[src/rtl/mul_share_pkg.sv]
// mul_share_pkg: shared tag/pick types and the round-robin pick helper for mul_share_arb.
package mul_share_pkg;

    localparam int MAX_R = 16;
    localparam int ID_W  = $clog2(MAX_R);

    typedef struct packed {
        logic            valid;
        logic [ID_W-1:0] id;
    } tag_t;

    typedef struct packed {
        logic            found;
        logic [ID_W-1:0] idx;
    } pick_t;

    // Scan ptr, ptr+1, ... mod r; descending loop so the closest hit to ptr wins.
    function automatic pick_t rr_pick(input logic [MAX_R-1:0] valid, input logic [ID_W-1:0] ptr, input int r);
        pick_t p;
        logic [ID_W-1:0] j;
        p = '0;
        for (int k = MAX_R - 1; k >= 0; k--) begin
            j = ID_W'((int'(ptr) + k) % r);
            if (k < r && valid[j]) begin
                p.found = 1'b1;
                p.idx   = j;
            end
        end
        return p;
    endfunction

endpackage

[src/rtl/rr_grant.sv]
// rr_grant: combinational round-robin picker; one-hot-or-zero grant starting at ptr.
module rr_grant
    import mul_share_pkg::*;
#(
    parameter  int R  = 4,
    localparam int IW = $clog2(R)
) (
    input  logic          en,
    input  logic [R-1:0]  valid,
    input  logic [IW-1:0] ptr,
    output logic [R-1:0]  grant,
    output logic [IW-1:0] idx,
    output logic          found
);

    logic [MAX_R-1:0] v;
    pick_t            pk;
    logic             unused_idx;

    always_comb begin
        v        = '0;
        v[R-1:0] = valid;
        pk       = rr_pick(v, ID_W'(ptr), R);
        found    = en & pk.found;
        idx      = pk.idx[IW-1:0];
        grant    = found ? (R'(1) << idx) : '0;
    end

    assign unused_idx = ^pk.idx;

endmodule

[src/rtl/mul_share_arb.sv]
// mul_share_arb: round-robin sharing of one pipelined AdderTree multiplier among R requesters,
// tracking requester ids alongside the multiplier pipeline.
module mul_share_arb
    import mul_share_pkg::*;
#(
    parameter  int N   = 3,
    parameter  int R   = 4,
    parameter  int LAT = 2,
    localparam int W   = 2 ** N,
    localparam int IW  = $clog2(R)
) (
    input  logic           clk,
    input  logic           rst_n,
    input  logic           en,
    input  logic [R-1:0]   req_valid,
    output logic [R-1:0]   req_ready,
    input  logic [R*W-1:0] req_a,
    input  logic [R*W-1:0] req_b,
    output logic [W-1:0]   mul_a,
    output logic [W-1:0]   mul_b,
    input  logic [2*W-1:0] mul_p,
    output logic           rsp_valid,
    output logic [IW-1:0]  rsp_id,
    output logic [2*W-1:0] rsp_p,
    output logic           idle
);

    logic [IW-1:0] ptr;
    logic [IW-1:0] gidx;
    logic          xfer;
    logic          unused_id;
    // Stage 0 rides with mul_a/mul_b; stages 1..LAT track the AdderTree's own registers.
    tag_t          tag [LAT+1];

    rr_grant #(.R(R)) u_grant (
        .en    (en),
        .valid (req_valid),
        .ptr   (ptr),
        .grant (req_ready),
        .idx   (gidx),
        .found (xfer)
    );

    always_ff @(posedge clk or negedge rst_n) begin
        if (!rst_n) begin
            ptr       <= '0;
            mul_a     <= '0;
            mul_b     <= '0;
            for (int i = 0; i <= LAT; i++) tag[i] <= '0;
            rsp_valid <= 1'b0;
            rsp_id    <= '0;
            rsp_p     <= '0;
        end else begin
            if (xfer) begin
                ptr   <= (gidx == IW'(R - 1)) ? '0 : gidx + 1'b1;
                mul_a <= req_a[gidx*W +: W];
                mul_b <= req_b[gidx*W +: W];
            end
            tag[0] <= '{valid: xfer, id: ID_W'(gidx)};
            for (int i = 1; i <= LAT; i++) tag[i] <= tag[i-1];
            rsp_valid <= tag[LAT].valid;
            if (tag[LAT].valid) begin
                rsp_id <= tag[LAT].id[IW-1:0];
                rsp_p  <= mul_p;
            end
        end
    end

    always_comb begin
        idle = !rsp_valid;
        for (int i = 0; i <= LAT; i++) if (tag[i].valid) idle = 1'b0;
    end

    assign unused_id = ^tag[LAT].id;

endmodule

[config.mk]
export PLATFORM = sky130hd
export DESIGN_NAME = mul_share_arb
export DESIGN_NICKNAME = d
export VERILOG_FILES = /design/src/rtl/mul_share_pkg.sv /design/src/rtl/rr_grant.sv /design/src/rtl/mul_share_arb.sv
export SDC_FILE = /design/constraint.sdc
export NUM_CORES = 1
export LEC_CHECK = 0
export CELL_PAD_IN_SITES_DETAIL_PLACEMENT = 1
export CELL_PAD_IN_SITES_GLOBAL_PLACEMENT = 1
export CORE_MARGIN = 10
export CORE_UTILIZATION = 29
export CTS_CLUSTER_DIAMETER = 100
export DETAILED_ROUTE_END_ITERATION = 6
export PLACE_DENSITY_LB_ADDON = 0.2
export SYNTH_ARGS = -nofsm -noshare
export SYNTH_HDL_FRONTEND = slang
export SYNTH_HIERARCHICAL = 1
export SYNTH_SLANG_ARGS = --single-unit
[constraint.sdc]
create_clock -name clk -period 2.2 [get_ports clk]
set_input_delay 0.55 -clock clk [delete_from_list [all_inputs] [get_ports clk]]
set_output_delay 0.55 -clock clk [all_outputs]
set_load 0.01 [all_outputs]
==> metrics.md <==
| Metric | Value |
|---|---|
| Remaining global-route overflow | 0 |
| Number of input and output port buffers inserted | 126 |
| Cell Pwr Density | 946 nW/µm² |
| Worst-Skew Late Latency | 0.30 ns |
| Detail Route Antenna Nets | 0 |
| Synthesized area divided by synthesized cell count | 13.7 µm² |
| Standard cell core area | 7690 µm² |
| Slew at the pin with the worst max-slew slack | 0.539 ns |
| Buffer and inverter count on the worst path | 2 |
| Min Clock Period, post-route | 2.18 ns |
| Fraction of layout cells with a size suffix above 1 | 22.7% |
| Timing-limited maximum frequency | 459 MHz |
| Hpwl dp | 6010 µm |
| Register bit total from synthesis | 46 |
| Most frequently used flop master after synthesis | sky130_fd_sc_hd__dfrtp_1 |
| Switching power total | 0.00113 W |
| NumNets Final | 396 |
| Clock Path Buffers | 2 |
| Depth of the CTS H-tree | 2 |
| Antenna violations before repair | 0 |
| Buffer cell driving the clock tree root | sky130_fd_sc_hd__clkbuf_8 |
| Post-DP Area | 3620 µm² |
| Mean number of vias per cell | 4.63 |
| Global-route usage over all layers | 13.5% |
| Final setup violating endpoints | 0 |
| Number of distinct library cells after synthesis | 23 |
| Final Max Tran Viols | 0 |
| Start-to-end type of the worst setup path | reg -> out |
| Fraction of synthesized cell area taken by the top area cell type | 50.7% |
| Share of total power in sequential cells | 33.9% |
| Clock slew at reported path FFs | 0.09 ns |
| Commonest cells post-synth | 46 x sky130_fd_sc_hd__dfrtp_1, 32 x sky130_fd_sc_hd__mux2i_1, 20 x sky130_fd_sc_hd__mux2_2 |
| Biggest fanout along the worst timing path | 4 |
| # rows | 32 |
| Kind of end point of the critical path | primary output |
| Number of violations of the max-capacitance limit | 0 |
| Critical-path top delay cell | sky130_fd_sc_hd__dfrtp_2 |
| Hold buffers post-CTS | 0 |
| Sequential-to-total area share from yosys stat | 50.7% |
| Wire length of the first global-routing pass | 12400 µm |
| Required @ worst endpoint | 1.65 ns |
| Setup repair after global routing missed its margin | yes |
| EDFF count, synth | 0 |
| Worst VDD drop | 0.597 mV |
| Final routed wirelength across all metal layers | 7910 µm |
| Internal power | 0.00251 W |
| Final hold vios | 0 |
| Cell area after layout | 3850 µm² |
| Most repeated cell in the gate-level netlist after synthesis | sky130_fd_sc_hd__dfrtp_1 |
| Yosys synthesis warning count | 6 |
| Vias after detailed routing | 1904 |
| Number of cells in the design after placement | 394 |
| Worst-path cell chain | a21oi_2 -> nor3b_2 -> nor3_4 -> buf_4 -> nor3b_2 -> buf_2 |
| Boundary Pins | 127 |
| Arrival time worst endpoint | 1.63 ns |
| Initial Utilization | 29.5% |
| Part of the total power dissipated in combinational logic | 45.3% |
| Clock Sinks | 46 |
| Top area cells in the synthesized netlist | sky130_fd_sc_hd__dfrtp_1 51%, sky130_fd_sc_hd__mux2i_1 14%, sky130_fd_sc_hd__mux2_2 9.9%, sky130_fd_sc_hd__o221ai_1 6.2%, sky130_fd_sc_hd__nand2b_1 5.2% |
| End-of-flow core utilization | 50.1% |
| Area delta synth->final | 69.7% |
| Launching element of the worst setup path | ptr[1] |
| Worst min-delay path class | in -> async |
| Synthesized instance count | 166 |
| Starting DRC count in detailed routing | 35 |
| Switching part of the total power | 31.1% |
| Type of origin of the critical path | flip-flop |
| TritonCTS Buffers | 5 |
| Relative slew slack | 64.1% |
| Delay-heaviest family, CP | simple AND/OR/NAND/NOR gates |
| Final worst clock skew | 0.00459 ns |
| Number of inserted diodes | 0 |
| Nets in the synthesized netlist | 254 |
| Die boundary width | 108 µm |
| Leak pwr | 1.66 nW |
| Yosys top cell by area | sky130_fd_sc_hd__dfrtp_1 |
| Final weighted congestion of routability-driven global placement | 0.765 |
| Period Utilization, post-route | 99.1% |
| Outcome | complete, no violations |
| Post-Layout Cell Count | 411 |
| Launch point of the worst reg-to-reg path | ptr[0] |
| Share of synthesized registers carrying an async set or reset | 100% |
| Cell mode on critical path | sky130_fd_sc_hd__nor3b_2 |
| Number of design rule violations left after detail routing | 0 |
| Slowest stage delay, CP | 0.44 ns |
| Post-detailed-route wirelength per cell | 19.2 µm |
| Synth Cell Area | 2270 µm² |
| 1st-pass router iterations | 4 |
| Die Outline Area | 11800 µm² |
| Number of global-route vias before repair | 2091 |
| Fin Setup TNS | 0 ns |
| Die H | 108 µm |
| Clk pwr share | 20.8% |
| TritonCTS clock tree | built |
| Largest net degree at the start of global routing | 35 |
-- through the flow --
| step | worst slack [ns] | total power (W) | hold slack (ns) |
|---|---|---|---|
| floorplan | 0.187 | 0.00210 | 0.254 |
| detailed placement | -0.795 | 0.00281 | 0.336 |
| global placement | -0.701 | 0.00277 | 0.334 |
| CTS | -0.0192 | 0.00366 | 0.235 |
| finish | 0.0198 | 0.00365 | 0.223 |
| global route | -0.0927 | 0.00388 | 0.240 |
-- cells in the final DEF, fill, tap and decap left out, drive strengths merged --
master,count
a211oi,1
a21oi,3
and3,1
buf,28
bufinv,2
clkbuf,5
clkdlybuf4s15,1
clkdlybuf4s50,115
clkinv,1
dfrtp,46
dlygate4sd2,1
dlymetal6s2s,1
ha,1
inv,4
mux2,20
mux2i,32
nand2,1
nand2b,19
nor2,3
nor3,2
nor3b,3
nor4,1
o221ai,16
o22ai,1
o41ai,1
-- what timing repair did --
| action | in CTS | in global routing |
|---|---|---|
| buffers inserted | 5 | 4 |
| hold endpoints to repair | 0 | 0 |
| endpoints found under the setup margin | 22 | 5 |
| pin swaps | 4 | 1 |
| gates resized for setup | 42 | 4 |
-- sequential cells by signal, indices dropped and copies added (netlist names) --
| register | count |
|---|---|
| mul_a | 8 |
| mul_b | 8 |
| ptr | 2 |
| rsp_id | 2 |
| rsp_p | 16 |
| rsp_valid | 1 |
| tag | 9 |
-- worst paths after layout --
path | depth (start not counted) | endpoint | slack (ns)
worst max-delay path | 6 | req_ready[2] | 0.02
worst min-delay path | 1 | rsp_p[12] | 0.22
worst max register to register | 8 | ptr[1] | 0.12
worst min register to register | 0 | tag[6] | 0.35
max in group asynchronous | 2 | mul_a[0] | 1.46
min in group clk | 0 | tag[6] | 0.35
-- worst register-to-register path, cell delays in order, from the launching register on --
cell                       delay, ns
sky130_fd_sc_hd__dfrtp_1        0.41
sky130_fd_sc_hd__buf_4          0.14
sky130_fd_sc_hd__o22ai_2        0.08
sky130_fd_sc_hd__a211oi_4       0.29
sky130_fd_sc_hd__buf_4          0.17
sky130_fd_sc_hd__buf_4          0.13
sky130_fd_sc_hd__buf_12         0.23
sky130_fd_sc_hd__ha_1           0.27
sky130_fd_sc_hd__mux2_2         0.26
-- power by group through the flow --
stage                     sequential, W  combinational (W)  clock (W)
after global placement          0.00124            0.00154          0
final                           0.00124            0.00165   0.000758
after global routing            0.00127            0.00179   0.000824
after floorplan                 0.00132           0.000785          0
after CTS                       0.00124            0.00163   0.000786
after detailed placement        0.00125            0.00156          0
-- logic make-up (layout without fill, tap and decap cells) --
family	count (synthesis)	count (layout)	synth area share [%]
flops	46	46	50.7
buf+inv	15	158	6.84
simple gates	30	30	9.15
fa+ha+maj	1	1	0.551
compound gates	22	22	8.71
mux	52	52	24.0
-- metal layers --
metal	up-vias	track usage (%)	share of wire, %
li1	895	-	-
met1	940	16.9	43
met2	67	22.7	51
met3	2	4.16	5.9
met4	0	2.54	0.39
met5	-	0	0
-- area by class of cell --
| type | instances | area [µm²] |
|---|---|---|
| clock inverter | 3 | 68.8 |
| inverter | 4 | 15.0 |
| timing repair buffer | 146 | 1420 |
| fill | 827 | 3830 |
| multi-input combinational | 105 | 1000 |
| sequential | 46 | 1150 |
| clock buffer | 5 | 68.8 |
| tap | 102 | 128 |
Power figures use the tool's default switching activity.
